==> src/rtl/count_pkg.sv <==
// Shared definitions for the modulo-15 counter and its verification environment.
package count_pkg;

  localparam int CNT_WIDTH = 4;
  localparam int CNT_MOD   = 15;
  localparam int CNT_MAX   = CNT_MOD - 1;

  localparam int number_of_transactions = 500;

  typedef logic [CNT_WIDTH-1:0] count_t;

  typedef enum logic {
    DOWN = 1'b0,
    UP   = 1'b1
  } mode_e;

endpackage

==> src/rtl/mod15_next_state.sv <==
// Pure combinational next-count function: load, else step up/down with wrap at MODULUS-1.
module mod15_next_state
  import count_pkg::*;
#(
  parameter int WIDTH   = CNT_WIDTH,
  parameter int MODULUS = CNT_MOD
) (
  input  logic [WIDTH-1:0] cur,
  input  logic             mode,
  input  logic             load,
  input  logic [WIDTH-1:0] data,
  output logic [WIDTH-1:0] next
);

  localparam logic [WIDTH-1:0] MAX_VAL = WIDTH'(MODULUS - 1);

  // Wrap uses explicit compares so MODULUS below 2**WIDTH never relies on overflow.
  always_comb begin
    next = '0;
    if (load) begin
      next = (data <= MAX_VAL) ? data : '0;
    end else if (mode_e'(mode) == UP) begin
      next = (cur >= MAX_VAL) ? '0 : cur + WIDTH'(1);
    end else begin
      next = (cur == '0) ? MAX_VAL : cur - WIDTH'(1);
    end
  end

endmodule

==> src/rtl/mod15_counter.sv <==
// Modulo-15 up/down counter with parallel load; sync active-high reset, registered output.
module mod15_counter
  import count_pkg::*;
#(
  parameter int WIDTH   = CNT_WIDTH,
  parameter int MODULUS = CNT_MOD
) (
  input  logic             clk,
  input  logic             rst,
  input  logic             mode,
  input  logic             load,
  input  logic [WIDTH-1:0] data,
  output logic [WIDTH-1:0] data_out
);

  logic [WIDTH-1:0] next_count;

  mod15_next_state #(
    .WIDTH  (WIDTH),
    .MODULUS(MODULUS)
  ) u_next (
    .cur (data_out),
    .mode(mode),
    .load(load),
    .data(data),
    .next(next_count)
  );

  // Reset takes priority over both load and count in the same edge.
  always_ff @(posedge clk) begin
    if (rst) begin
      data_out <= '0;
    end else begin
      data_out <= next_count;
    end
  end

endmodule

==> config.mk <==
export PLATFORM = sky130hd
export DESIGN_NAME = mod15_counter
export DESIGN_NICKNAME = d
export VERILOG_FILES = /design/src/rtl/count_pkg.sv /design/src/rtl/mod15_next_state.sv /design/src/rtl/mod15_counter.sv
export SDC_FILE = /design/constraint.sdc
export NUM_CORES = 1
export LEC_CHECK = 0
export ABC_CLOCK_PERIOD_IN_PS = 1150
export BUFFER_PORTS_ARGS = -buffer_cell sky130_fd_sc_hd__buf_2
export CORE_AREA = 2 2 39 41
export DETAILED_ROUTE_END_ITERATION = 8
export DIE_AREA = 0 0 41 43
export GPL_TIMING_DRIVEN = 0
export PLACE_DENSITY_LB_ADDON = 0.3
export SYNTH_ARGS = -nofsm -noshare
export SYNTH_HDL_FRONTEND = slang
export SYNTH_SLANG_ARGS = --single-unit
==> constraint.sdc <==
create_clock -name clk -period 1.15 [get_ports clk]
set_input_delay 0.23 -clock clk [delete_from_list [all_inputs] [get_ports clk]]
set_output_delay 0.23 -clock clk [all_outputs]
set_load 0.005 [all_outputs]
### Word-level counts from Yosys, hierarchy flattened

Index checks and enable logic that the tools add are counted.

* reduce and logical (&&, ||, !) cells: 1
* magnitude comparators: 2
* add/subtract/negate cells: 2
* muxes and demuxes: 5

Operators with widths (count)
* $mux 4: 5
* $add 4x1->4 const B: 1
* $ge 4x4->1 const B: 1
* $le 4x4->1 const B: 1
* $logic_not 4->1: 1
* $sub 4x1->4 const B: 1

* bits of input ports: 8
* flip-flop bits (word level): 4
* word-level logic and storage cells: 11
* output and inout bits: 4

### Longest topological paths before layout

* word-level depth: 4
* mapped depth: 6
* depth with buffers taken out: 6

### Hierarchy

Synthesis repeated with hierarchy kept, for this count alone.

* cell total of the unflattened synthesis: 46
* area, all modules: 369.1 um^2

Modules (own cells, without submodules)
* mod15_next_state: area each 264.0 um^2, seq. area each 0.0 um^2, times used 1, cells an instance 38
* mod15_counter: area each 105.1 um^2, seq. area each 80.1 um^2, times used 1, cells an instance 8

### Least setup slack after synthesis

No wires, ideal clock.

* path kind: register -> register
* start point: register data_out[0]
* end point: register data_out[1]
* data arrival time: 1.207 ns
* path buffers: 0
* slack: -0.152 ns
* period minus slack after synthesis: 1.302 ns
* stages on the path, launching flop included: 6
* data required time: 1.055 ns
* library setup time: 0.095 ns
* cell sequence: dfxtp_1 > inv_1 > ha_1 > o21ai_0 > o211ai_1 > a221oi_1

* longest elaborated chain between the ends: 4
* elaborated cells between the ends (all ways): 8
* those cells by class: add/sub (2); order compare (1); mux (4); reduce/logical (1)

RTL lines
* start: declaration: RTL line mod15_counter.sv:13 `output logic [WIDTH-1:0] data_out`
* start signal: assignment: RTL line mod15_counter.sv:34 `data_out <= next_count;`
* $sub 4x1->4, or another cell as far along: RTL line mod15_next_state.sv:25 `next = (cur == '0) ? MAX_VAL : cur - WIDTH'(1);`
* $mux 4 (on tied branches): RTL line mod15_next_state.sv:25, mod15_next_state.sv:23
* $mux 4 *: RTL line mod15_next_state.sv:22 `end else if (mode_e'(mode) == UP) begin`
* $mux 4 *: RTL line mod15_next_state.sv:20 `if (load) begin`

Mark *: on every way between the ends. The rest lies on a longest branch, timed or not.
A chain may end at the register's enable or synchronous reset.

### Worst setup path after layout

* start point: register data_out[0]
* end point: register data_out[2]

The elaborated chain is that of the path after synthesis.

==> impl_summary.txt <==
----------------------------------------------------
[Layout]
  Count of fill cells added during filler insertion ... between 100 and 150
  Proportion of layout cells with a drive suffix above 1 ... 61.3%
  Area delta synth->final ... 66.3%
  Diodes inserted ... 0
  Final #Nets ... 74
  Total area of sequential cells ... 90.1 sq um
  Top library cells by usage in the layout, fill and taps aside ... buf_2 (11), nand3_1 (6), nand2_1 (4), buf_4 (4)
  Register ranked first by flip-flop count ... data_out
  Most common cell after layout, fill and taps aside ... buf_2
  Flip-flop count of the largest register after layout ... 4
  Biggest registers after layout ... data_out: 4 flops
  Area of combinational cells with multiple inputs ... 327 sq um

[Worst setup path]
  Slowest CP cell ... dfxtp_4
  Data required time at the worst endpoint ... 1250 ps
  Critical path peak fanout ... 3
  Worst Setup Path Type ... reg -> reg
  Family with the most delay on the worst path ... compound AO/OA/AOI/OAI gates
  Reg-to-Reg End ... data_out[2]
  Worst endpoint data arrival time ... 1310 ps
  Total buffers and inverters traversed by the critical path ... 2
  Origin of the critical flop-to-flop path ... data_out[0]
  Cell Chain, Critical Path ... buf_4 -> ha_1 -> inv_1 -> o21ai_1 -> a31oi_1 -> o41ai_2
  Nature of the critical path startpoint ... flop
  Worst Setup End Kind ... flop
  FF-to-FF path depth ... 6
  Largest stage delay on the critical path ... 350 ps
  R2r setup slk ... -50 ps

[Power]
  Areal power density over the cells ... just over 1000 nW/um^2
  VDD IR-drop max ... ~470 uV
  Overall Power ... 0.000589 W
  Leakage ... 0.223 nW

[Timing]
  Highest achievable clock rate ... 832 MHz
  Post-route fraction of the period consumed by the critical path ... 104%
  Max-slew headroom ... between 80 and 90%
  Max-slew violation total from the final report ... 0
  Slew at the pin with the worst max-slew slack ... ~300 ps
  Finish-stage setup viols ... 4
  Min setup slack post-route ... -51.6 ps
  Final setup skew ... 5.63 ps
  Final hold vios ... 0
  RSZ-0062 raised after global routing ... true
  Setup TNS ... -177 ps
  Final period demand of the worst path ... ~1200 ps

[Global route]
  Global Route met1 Usage ... roughly 18%
  Total GRT Usage ... between 10% and 20%
  Number of antenna violations at the first check in global routing ... 0
  Via count of the first global-routing pass ... 391
  Met2 track utilization from global routing ... a little over a fifth
  Wire length of the first global-routing pass ... 1.64 mm
  Most crowded layer after global routing ... met2
  Global routing usage on met3 ... 1.57%
  Overall overflow remaining after global route ... 0
  Maximum number of pins on one net before global-route repair ... 9

[Yosys]
  Synthesized netlist cell count ... 44
  Average size of a mapped cell ... around 7.8 sq um
  Sequential cell area fraction in the yosys report ... 23.4%
  Total number of yosys warnings ... 0
  Cell area after technology mapping ... roughly 340 sq um
  Total nets after synthesis ... between 50 and 60
  Register bit count reported by yosys ... 4
  Post-synth cell types ... 22

[Die]
  Effective utilization at floorplan ... about 25%
  Vertical die dimension ... between 40 and 50 microns
  Die boundary width ... a little over 40 microns
  Std-Cell Rows ... 14
  Die area ... ~1800 sq um
  Area of the core ... 1380 sq um
  Boundary pin count ... 12

[Detailed routing]
  Initial detailed-routing violation count ... 11
  Aggregate routed wire length ... around 960 microns
  Number of DRC violations after detailed routing ... 0
  Ratio of routed vias to standard cells ... 5.18
  Via count ... roughly 400
  Total iterations of the first detailed-routing run ... 4
  Wirelength per Cell ... approximately 12 microns
  Antenna violation net count after detailed routing ... 0

[Clock network]
  Register clock-pin slew on the reported worst setup and hold paths ... approximately 40 ps
  Number of buffers inserted for hold repair after clock tree synthesis ... 0
  Later-pin clock latency in the skew report ... between 200 and 250 ps
  Maximum clock path buffer count ... 2
  TritonCTS buffer count ... 3
  Clock sink count ... 4
  Clock root buffer ... clkbuf_4
  Clock tree from TritonCTS ... built
  H-tree lvl count ... 1

[Place]
  Setup WS pre-CTS ... -147 ps
  Placer's final routability congestion estimate ... slightly below 0.7
  Count of port buffers added during placement ... 10
  Dpl hpwl ... between 600 and 700 microns

[Run status]
  Violated checks ... negative setup slack
  Outcome ... complete, but fails checks

[Flow run]
  Max capacitance violation total ... 0

[Min path]
  Path class of the lowest-slack min-delay path ... in -> reg
  Number of stages on the worst hold path ... 2
  Worst min-delay path endpoint ... data_out[3]
  Beginning of the worst hold path ... rst

----------------------------------------------------
where the power goes:
| part | total [W] | switching, W | internal, W |
|---|---|---|---|
| clock network | 0.000186 | 0.0000556 | 0.000130 |
| registers | 0.000189 | 0.0000334 | 0.000155 |
| logic | 0.000215 | 0.000109 | 0.000105 |
worst max-delay path by stage:
stage / startpoint / endpoint / slack (ps) / cells after the start
2_1_floorplan: data_out[0] / data_out[3] / 5 / 5
3_3_place_gp: data_out[0] / data_out[1] / -140 / 5
3_5_place_dp: data_out[0] / data_out[1] / -150 / 5
4_1_cts: data_out[0] / data_out[2] / -60 / 6
5_1_grt: data_out[0] / data_out[3] / -140 / 6
6_report: data_out[0] / data_out[2] / -50 / 6
layout make-up:
class,instances,area share [%]
multi-input cells,35,57.5
flip-flops and latches,4,15.9
repair buffers,14,14.1
clock buffers,4,4.63
inverters,4,3.52
well taps,16,3.52
plain buffers,1,0.881
timing repair:
action	in CTS	in global routing
endpoints found under the setup margin	4	4
setup buffers	4	0
endpoints found under the hold margin	0	0
resized for setup	18	4
pin swaps	6	2
Yosys cell counts, drive strengths merged:
| cell | instances | area (sq um) |
|---|---|---|
| a221oi | 2 | 23.8 |
| a311oi | 1 | 8.76 |
| a31oi | 2 | 12.5 |
| buf | 1 | 5.00 |
| dfxtp | 4 | 80.1 |
| ha | 3 | 37.5 |
| inv | 4 | 15.0 |
| nand2 | 4 | 15.0 |
| nand3 | 6 | 30.0 |
| nor2 | 4 | 15.0 |
| nor2b | 1 | 6.26 |
| nor4 | 2 | 18.8 |
| nor4b | 1 | 8.76 |
| o211ai | 1 | 7.51 |
| o21a | 1 | 7.51 |
| o21ai | 5 | 25.0 |
| o41ai | 1 | 16.3 |
| xor2 | 1 | 8.76 |
metal layers:
layer | up-vias | share of wire, %
li1 | 202 | -
met3 | 0 | 6.2
met5 | - | 0
met1 | 187 | 41
met2 | 15 | 53
met4 | 0 | 0
stage by stage:
step           std cells  area, sq um  util (%)  hold slack, ps
3_5_place_dp          70          423      30.6             482
2_1_floorplan         44          353         -             296
5_1_grt               78          568      41.0             256
6_report              78          568      41.0             250
4_1_cts               78          552      39.9             243
3_3_place_gp          70          423      30.6             479
logic make-up after synthesis:
family | Yosys count | share of synthesized area (%)
compound gates | 13 | 29.7
buf+inv | 5 | 5.86
simple gates | 18 | 27.5
flops | 4 | 23.4
xor+xnor | 1 | 2.56
fa+ha+maj | 3 | 11.0
Note: power is estimated with default switching activity, not from simulation.
